**config.mk**
```make
export PLATFORM = sky130hd
export DESIGN_NAME = random_move_selector
export DESIGN_NICKNAME = d
export VERILOG_FILES = /design/src/rtl/connect4_pkg.sv /design/src/rtl/lfsr16.sv /design/src/rtl/random_move_selector.sv
export SDC_FILE = /design/constraint.sdc
export NUM_CORES = 1
export LEC_CHECK = 0
export CELL_PAD_IN_SITES_DETAIL_PLACEMENT = 1
export CELL_PAD_IN_SITES_GLOBAL_PLACEMENT = 1
export CORE_UTILIZATION = 45
export CTS_CLUSTER_SIZE = 8
export DETAILED_ROUTE_END_ITERATION = 16
export HOLD_SLACK_MARGIN = 0.15
export PLACE_DENSITY = 0.94
export SLEW_MARGIN = 25
export SYNTH_ARGS = -nofsm -noshare
export SYNTH_HDL_FRONTEND = slang
export SYNTH_SLANG_ARGS = --single-unit
```
**constraint.sdc**
```tcl
create_clock -name clk -period 8.5 [get_ports clk]
set_input_delay 1.275 -clock clk [delete_from_list [all_inputs] [get_ports clk]]
set_output_delay 1.275 -clock clk [all_outputs]
set_load 0.02 [all_outputs]
```
**src/rtl/connect4_pkg.sv**
```systemverilog
// Shared types and constants for the random move selector.
// The optional seed-load feature is controlled by the RMS_SEED_LOAD_EN macro.
package connect4_pkg;

  typedef enum logic [1:0] {
    ST_IDLE = 2'd0,
    ST_SCAN = 2'd1,
    ST_DONE = 2'd2
  } rms_state_t;

  localparam logic [15:0] LFSR_MASK         = 16'hB400;
  localparam logic [15:0] DEFAULT_LFSR_SEED = 16'hACE1;
  localparam int          DEFAULT_ROWS      = 6;
  localparam int          DEFAULT_COLS      = 7;

  // One step of a right-shifting Galois LFSR.
  function automatic logic [15:0] lfsr_step(input logic [15:0] v);
    return {1'b0, v[15:1]} ^ (v[0] ? LFSR_MASK : 16'h0000);
  endfunction

endpackage

```
**src/rtl/lfsr16.sv**
```systemverilog
// 16-bit Galois LFSR that free-runs out of reset, with an optional seed load.
// A zero seed (parameter or loaded value) is replaced by 1 so the LFSR never locks up.
module lfsr16
  import connect4_pkg::*;
#(
  parameter logic [15:0] SEED = DEFAULT_LFSR_SEED
) (
  input  logic        clk,
  input  logic        rst,
  input  logic        load,
  input  logic [15:0] seed,
  output logic [15:0] value
);

  localparam logic [15:0] SEED_FIX = (SEED == 16'h0000) ? 16'h0001 : SEED;

  logic [15:0] value_reg;

  always_ff @(posedge clk) begin
    if (!rst) begin
      value_reg <= SEED_FIX;
    end else if (load) begin
      value_reg <= (seed == 16'h0000) ? 16'h0001 : seed;
    end else begin
      value_reg <= lfsr_step(value_reg);
    end
  end

  assign value = value_reg;

endmodule

```
**src/rtl/random_move_selector.sv**
```systemverilog
// Picks a non-full column (random or column-0 start) and its landing row.
// Scans one column per cycle; RMS_SEED_LOAD_EN adds seed_we/seed_in to reseed the LFSR.
module random_move_selector
  import connect4_pkg::*;
#(
  parameter int          ROWS      = DEFAULT_ROWS,
  parameter int          COLS      = DEFAULT_COLS,
  parameter logic [15:0] LFSR_SEED = DEFAULT_LFSR_SEED
) (
  input  logic                         clk,
  input  logic                         rst,
  input  logic                         start,
  input  logic                         mode,
  input  logic [ROWS-1:0][COLS-1:0]    board_in,
`ifdef RMS_SEED_LOAD_EN
  input  logic                         seed_we,
  input  logic [15:0]                  seed_in,
`endif
  output logic                         busy,
  output logic                         done,
  output logic                         no_move,
  output logic [$clog2(COLS)-1:0]      col_out,
  output logic [$clog2(ROWS)-1:0]      row_out
);

  localparam int COL_W = $clog2(COLS);
  localparam int ROW_W = $clog2(ROWS);

  logic [15:0] lfsr_value;
  logic        seed_load;
  logic [15:0] seed_val;

`ifdef RMS_SEED_LOAD_EN
  assign seed_load = seed_we;
  assign seed_val  = seed_in;
`else
  assign seed_load = 1'b0;
  assign seed_val  = 16'h0000;
`endif

  lfsr16 #(.SEED(LFSR_SEED)) u_lfsr (
    .clk   (clk),
    .rst   (rst),
    .load  (seed_load),
    .seed  (seed_val),
    .value (lfsr_value)
  );

  rms_state_t                   state_reg;
  logic [ROWS-1:0][COLS-1:0]    board_reg;
  logic [COL_W-1:0]             cur_col_reg;
  logic [COL_W-1:0]             probe_cnt_reg;
  logic [COL_W-1:0]             res_col_reg;
  logic [ROW_W-1:0]             res_row_reg;
  logic                         res_none_reg;
  logic                         busy_reg;
  logic                         done_reg;
  logic                         no_move_reg;
  logic [COL_W-1:0]             col_out_reg;
  logic [ROW_W-1:0]             row_out_reg;

  // Column-major view of the captured board, plus per-column full flag and landing row.
  logic [COLS-1:0][ROWS-1:0]    col_bits;
  logic [COLS-1:0]              col_full;
  logic [COLS-1:0][ROW_W-1:0]   land_row;
  logic [COL_W-1:0]             rand_start;

  function automatic logic [ROW_W-1:0] landing_row(input logic [ROWS-1:0] bits);
    logic [ROW_W-1:0] r_sel;
    r_sel = '0;
    for (int r = 0; r < ROWS; r++) begin
      if (!bits[r]) r_sel = ROW_W'(r);
    end
    return r_sel;
  endfunction

  for (genvar gi = 0; gi < COLS; gi++) begin : g_col
    for (genvar ri = 0; ri < ROWS; ri++) begin : g_row
      assign col_bits[gi][ri] = board_reg[ri][gi];
    end
    assign col_full[gi] = board_reg[0][gi];
    assign land_row[gi] = landing_row(col_bits[gi]);
  end

  assign rand_start = COL_W'(lfsr_value % 16'(COLS));

  always_ff @(posedge clk) begin
    if (!rst) begin
      state_reg     <= ST_IDLE;
      board_reg     <= '0;
      cur_col_reg   <= '0;
      probe_cnt_reg <= '0;
      res_col_reg   <= '0;
      res_row_reg   <= '0;
      res_none_reg  <= 1'b0;
      busy_reg      <= 1'b0;
      done_reg      <= 1'b0;
      no_move_reg   <= 1'b0;
      col_out_reg   <= '0;
      row_out_reg   <= '0;
    end else begin
      done_reg <= 1'b0;
      case (state_reg)
        ST_IDLE: begin
          if (start) begin
            board_reg     <= board_in;
            cur_col_reg   <= mode ? '0 : rand_start;
            probe_cnt_reg <= '0;
            busy_reg      <= 1'b1;
            state_reg     <= ST_SCAN;
          end
        end
        ST_SCAN: begin
          if (!col_full[cur_col_reg]) begin
            res_col_reg  <= cur_col_reg;
            res_row_reg  <= land_row[cur_col_reg];
            res_none_reg <= 1'b0;
            state_reg    <= ST_DONE;
          end else if (probe_cnt_reg == COL_W'(COLS - 1)) begin
            res_col_reg  <= '0;
            res_row_reg  <= '0;
            res_none_reg <= 1'b1;
            state_reg    <= ST_DONE;
          end else begin
            probe_cnt_reg <= probe_cnt_reg + 1'b1;
            cur_col_reg   <= (cur_col_reg == COL_W'(COLS - 1)) ? '0 : cur_col_reg + 1'b1;
          end
        end
        ST_DONE: begin
          // Results reach the ports together with done so they stay stable between pulses.
          done_reg    <= 1'b1;
          busy_reg    <= 1'b0;
          col_out_reg <= res_col_reg;
          row_out_reg <= res_row_reg;
          no_move_reg <= res_none_reg;
          state_reg   <= ST_IDLE;
        end
        default: state_reg <= ST_IDLE;
      endcase
    end
  end

  assign busy    = busy_reg;
  assign done    = done_reg;
  assign no_move = no_move_reg;
  assign col_out = col_out_reg;
  assign row_out = row_out_reg;

endmodule

```
# Word-level counts from Yosys, hierarchy flattened
# Cells that the tools add are included.
# op_classes
addsub	2
magnitude_cmp	1
n_eq_ne	9
div	1
shift	0
n_mux	62
bitwise	1
n_reduce_logical	8
mul	0
# ops
op	n
2-to-1 mux 3 bit	40
modulo 16 x 3 -> 16 bit (second input constant)	1
2-to-1 mux 16 bit	1
bitwise XOR 15 x 16 -> 16 bit	1
2-to-1 mux 1 bit	12
one-hot mux 3 bit (2 select lines)	2
binary-select mux 3 bit (select 3 bit)	1
AND reduction 2 bit	4
adder 3 x 1 -> 3 bit (second input constant)	2
equality test 3 bit (second input constant)	2
2-to-1 mux 2 bit	3
inequality test 2 bit (second input constant)	3
less-than comparator 3 x 4 -> 1 bit (second input constant)	1
one-hot mux 2 bit (2 select lines)	1
AND reduction 4 bit	1
nonzero test 2 bit	2
binary-select mux 1 bit (select 3 bit)	1
inequality test 3 bit (second input constant)	1
equality test 2 x 1 -> 1 bit (second input constant)	1
equality test 2 bit (second input constant)	1
zero test 2 bit	1
inequality test 2 x 1 -> 1 bit (second input constant)	1
one-hot mux 1 bit (2 select lines)	1
# totals
latch_bits	0
mem_count	0
word_cells	102
romBits	0
ramBits	0
output_inout_bits	9
register_bits	82
input_bits	46

# Logic depth before layout (Yosys ltp)
# logic_depth
depth_word	8
mapped_depth	26
depth_no_buf	22

# Modules after synthesis
# From an unflattened synthesis, not the netlist that was laid out.
# hier_totals
cells_unflattened	707
hier_area_um2	5454.0
# by_module_without_submodules
module	cells_each	seq_area_each_um2	n_inst	area_each_um2
random_move_selector	645	1321.3	1	4779.6
lfsr16	62	320.3	1	674.4

# Worst setup path before layout
# Ideal clock, no wire load.
# synth_timing
path_type	flip-flop to flip-flop
from	register u_lfsr.value_reg[13], in the netlist u_lfsr.value[13]
to	register cur_col_reg[1]
period_less_slack_ns	4.961
setup_time_ns	0.119
setup_slack_ns	3.539
arrival_time_ns	4.842
path_stages_with_launch	25
path_buffers	2
cell_sequence	dfxtp_1 -> buf_6 -> nor4b_1 -> a31o_1 -> or3_1 -> buf_4 -> xor2_2 -> mux2_4 -> a21boi_1 -> o32a_1 -> a31oi_1 -> o21a_1 -> o311a_1 -> nor4_2 -> o21ai_0 -> mux2i_1 -> ha_1 -> and2_1 -> or2_0 -> mux2_2 -> ha_1 -> o31ai_1 -> o21ai_2 -> mux2i_1 -> o21ai_1
# synth_between
elab_chain_len	4
# synth_rtl
element	line_no	rtl
from (decl)	lfsr16.sv:17	logic [15:0] value_reg;
from (signal assigned)	lfsr16.sv:23	value_reg <= (seed == 16'h0000) ? 16'h0001 : seed;
from (signal assigned)	lfsr16.sv:25	value_reg <= lfsr_step(value_reg);
modulo 16 x 3 -> 16 bit	random_move_selector.sv:85	assign rand_start = COL_W'(lfsr_value % 16'(COLS));
2-to-1 mux 3 bit	random_move_selector.sv:107	cur_col_reg <= mode ? '0 : rand_start;
2-to-1 mux 3 bit	random_move_selector.sv:105	if (start) begin
one-hot mux 3 bit (2 select lines)	random_move_selector.sv:103	case (state_reg)
to (signal assigned)	random_move_selector.sv:107	
to (signal assigned)	random_move_selector.sv:126	cur_col_reg <= (cur_col_reg == COL_W'(COLS - 1)) ? '0 : cur_col_reg + 1'b1;
to (decl)	random_move_selector.sv:51	logic [COL_W-1:0] cur_col_reg;
# Every way passes these cells. The select of a mux whose other input is x is not followed.
# A chain may end at the register's enable or synchronous reset.

# Final worst setup path
# layout_timing
from	register u_lfsr.value_reg[10], in the netlist u_lfsr.value[10]
to	register cur_col_reg[1]
# Same word-level chain as after synthesis.

==> qor.yml <==
status: "completed"
drtIter0Drc: 396
endpoint_kind: "flip-flop"
coreArea_sq_um: 10800
nets: 712
cp_cell_sequence: "nand2_1 -> a221oi_2 -> or3_1 -> xor2_2 -> mux2_4 -> and3_1 -> a21o_1 -> a2111oi_1 -> a31o_2 -> nor4_1 -> nor4_2 -> o21ai_0 -> mux2i_1 -> ha_1 -> and2_1 -> or2_0 -> mux2_2 -> ha_1 -> o31ai_1 -> o21ai_2 -> mux2i_1 -> o21ai_1"
die_h_um: 107
drc: 0
syn_inst: 636
synthTopCellsByArea: "dfxtp_1 33%, nand2_1 11%, a21boi_0 7.8%"
slowest_delay_ps: 820
ys_types: 85
cp_max_fo: 23
finalSetupViolations: 0
numClockSinks: 82
htreeDepth: 3
crit_path_start_kind: "flip-flop"
start_util_pct: 46.1
synth_top_area_share_pct: 33.0
grt_max_degree: 84
worst_slew_pin_slew_ps: 772
yosys_warnings: 0
fill_cells: 1314
required_ps: 8750
fmax_ghz: 0.159
cts_setup_buffers: 0
vias: 4779
worstPathArrival_ps: 6530
netlist_area_sq_um: 4980
drtPass1Iterations: 5
cap_violations: 0
ctsResizeCount: 0
cellPowerDensity_nw_per_um2: 213
clkLatencyLatePin_ps: 360
hold_path_class: "reg -> reg"
period_needed_ps: 6280
via_per_inst: 5.92
synth_edf_count: 0
p_leak_nw: 2.08
vdd_ir_drop_max_mv: 0.0872
grt_pass1_wl_um: 23700
hold_path_depth: 2
synth-seq-cells: 82
place_ws_ps: 2430
grt-ovfl-total: 0
ff_latch_area_sq_um: 1640
reg2reg_depth: 22
synthFlopType: "dfxtp_1"
rrSetupSlack_ps: 2220
areaGrowthSynthToFinish_pct: 14.6
grt_usage_pct: 25.9
dpl.hpwl_um: 10100
hold_buffers: 0
instances_no_fill: 807
cp_slowest_cell: "dfxtp_1"
numPortBuffers: 54
wl_per_cell_um: 17.5
die_area_sq_um: 11500
slew_violations: 0
antenna_found_initial: 0
ioPinCount: 55
cts_buffers: 9
placed_cells: 791
clkTransAtPathRegs_ps: 80
tns_ps: 0
gp_congestion: 0.857
hold_viol: 0
wl_um: 14100
multi_input_area_sq_um: 3040
drive_gt1_share_pct: 7.80
path_class: "reg -> reg"
tritoncts: "yes"
grt_pass1_vias: 4957
synth.avg_cell_area_sq_um: 7.83
yosysTopAreaCell: "dfxtp_1"
num_antenna_cells: 0
clk_path_buf_depth: 2
die_w_um: 107
largest_reg_flops: 35
ys_seq_area_share_pct: 33.0
row_count: 38
ant_nets: 0
skew_ps: 11.2
synth_common_cells: "147 x nand2_1, 82 x dfxtp_1, 52 x a21boi_0"
synth.most_common_cell: "nand2_1"
period_share_pct: 73.9
synthArstFlopShare_pct: 0
rsz0062_at_grt: "no"
syn_nets: 686
clockRootBuffer: "clkbuf_8"
max-slew-margin-rel_pct: 48.2
layout_setup_ws_ps: 2220
layout make-up:
class / instances / area share [%]
Sequential cell: 82 / 28.8
Timing Repair Buffer: 57 / 9.79
Inverter: 25 / 1.65
Multi-Input combinational cell: 487 / 53.4
Clock inverter: 4 / 0.614
Clock buffer: 12 / 2.72
Tap cell: 140 / 3.07
cells by family after synthesis:
| kind of cell | share of synthesized area, % |
|---|---|
| and+or+nand+nor | 24.7 |
| AOI/OAI and AO/OA | 30.1 |
| DFF | 33.0 |
| buffers and inverters | 5.88 |
| muxes | 3.67 |
| xor gates and xnor gates | 1.71 |
| adders and majority gates | 1.01 |
final timing paths:
check	start	endpoint
worst max-delay path	u_lfsr.value[10]	cur_col_reg[1]
worst min-delay path	col_full[1]	col_full[1]
worst min register to register	col_full[1]	col_full[1]
worst max register to register	u_lfsr.value[10]	cur_col_reg[1]
layer usage:
layer / vias to the layer above / track usage (%) / part of all wire (%)
met5: - / 0 / 0
met4: 0 / 9.78 / 2.4
met3: 33 / 3.95 / 3.7
met2: 122 / 47.4 / 52
met1: 2324 / 30.3 / 42
li1: 2300 / - / -
critical path, delay by kind of cell (launching register included):
| kind | cells | cell delay, ps |
|---|---|---|
| AO/OA/AOI/OAI | 8 | 1910 |
| AND/OR/NAND/NOR | 7 | 1560 |
| XOR/XNOR | 1 | 280 |
| multiplexers | 4 | 1160 |
| flip-flops | 1 | 820 |
| adder cells (fa/ha/maj) | 2 | 440 |
placed cells by master, fill, tap and decap left out, types with 5 or more instances in the layout:
cell type and n:
dfxtp_1 82, a21boi_0 52, o21ai_1 7, nor2b_1 7, o21a_1 6, inv_1 24, xnor2_1 5, and3_1 11
a311oi_1 6, a31oi_1 11, a211oi_1 12, clkbuf_8 11, and2_1 19, nand3_1 12, clkdlybuf4s50_1 53, nand2b_1 10
nor3_1 6, a21oi_1 25, nand2_1 147, nand4_1 5, mux2i_1 10, nor2_1 19, o21ai_0 23
report_power, final:
part	switching (W)	internal (W)
logic	0.000280	0.000201
clock network	0.000147	0.000125
registers	0.0000503	0.000411
metrics by stage:
step	power (W)	hold slack [ps]	instance area, sq um	utilization (%)
floorplan	0.000820	436	4980	-
global placement	0.000902	452	5510	51.1
detailed placement	0.000935	461	5510	51.1
CTS	0.00121	474	5700	52.8
global route	0.00128	497	5700	52.8
finish	0.00121	469	5700	52.8
Note: power is estimated with default switching activity, not from simulation.
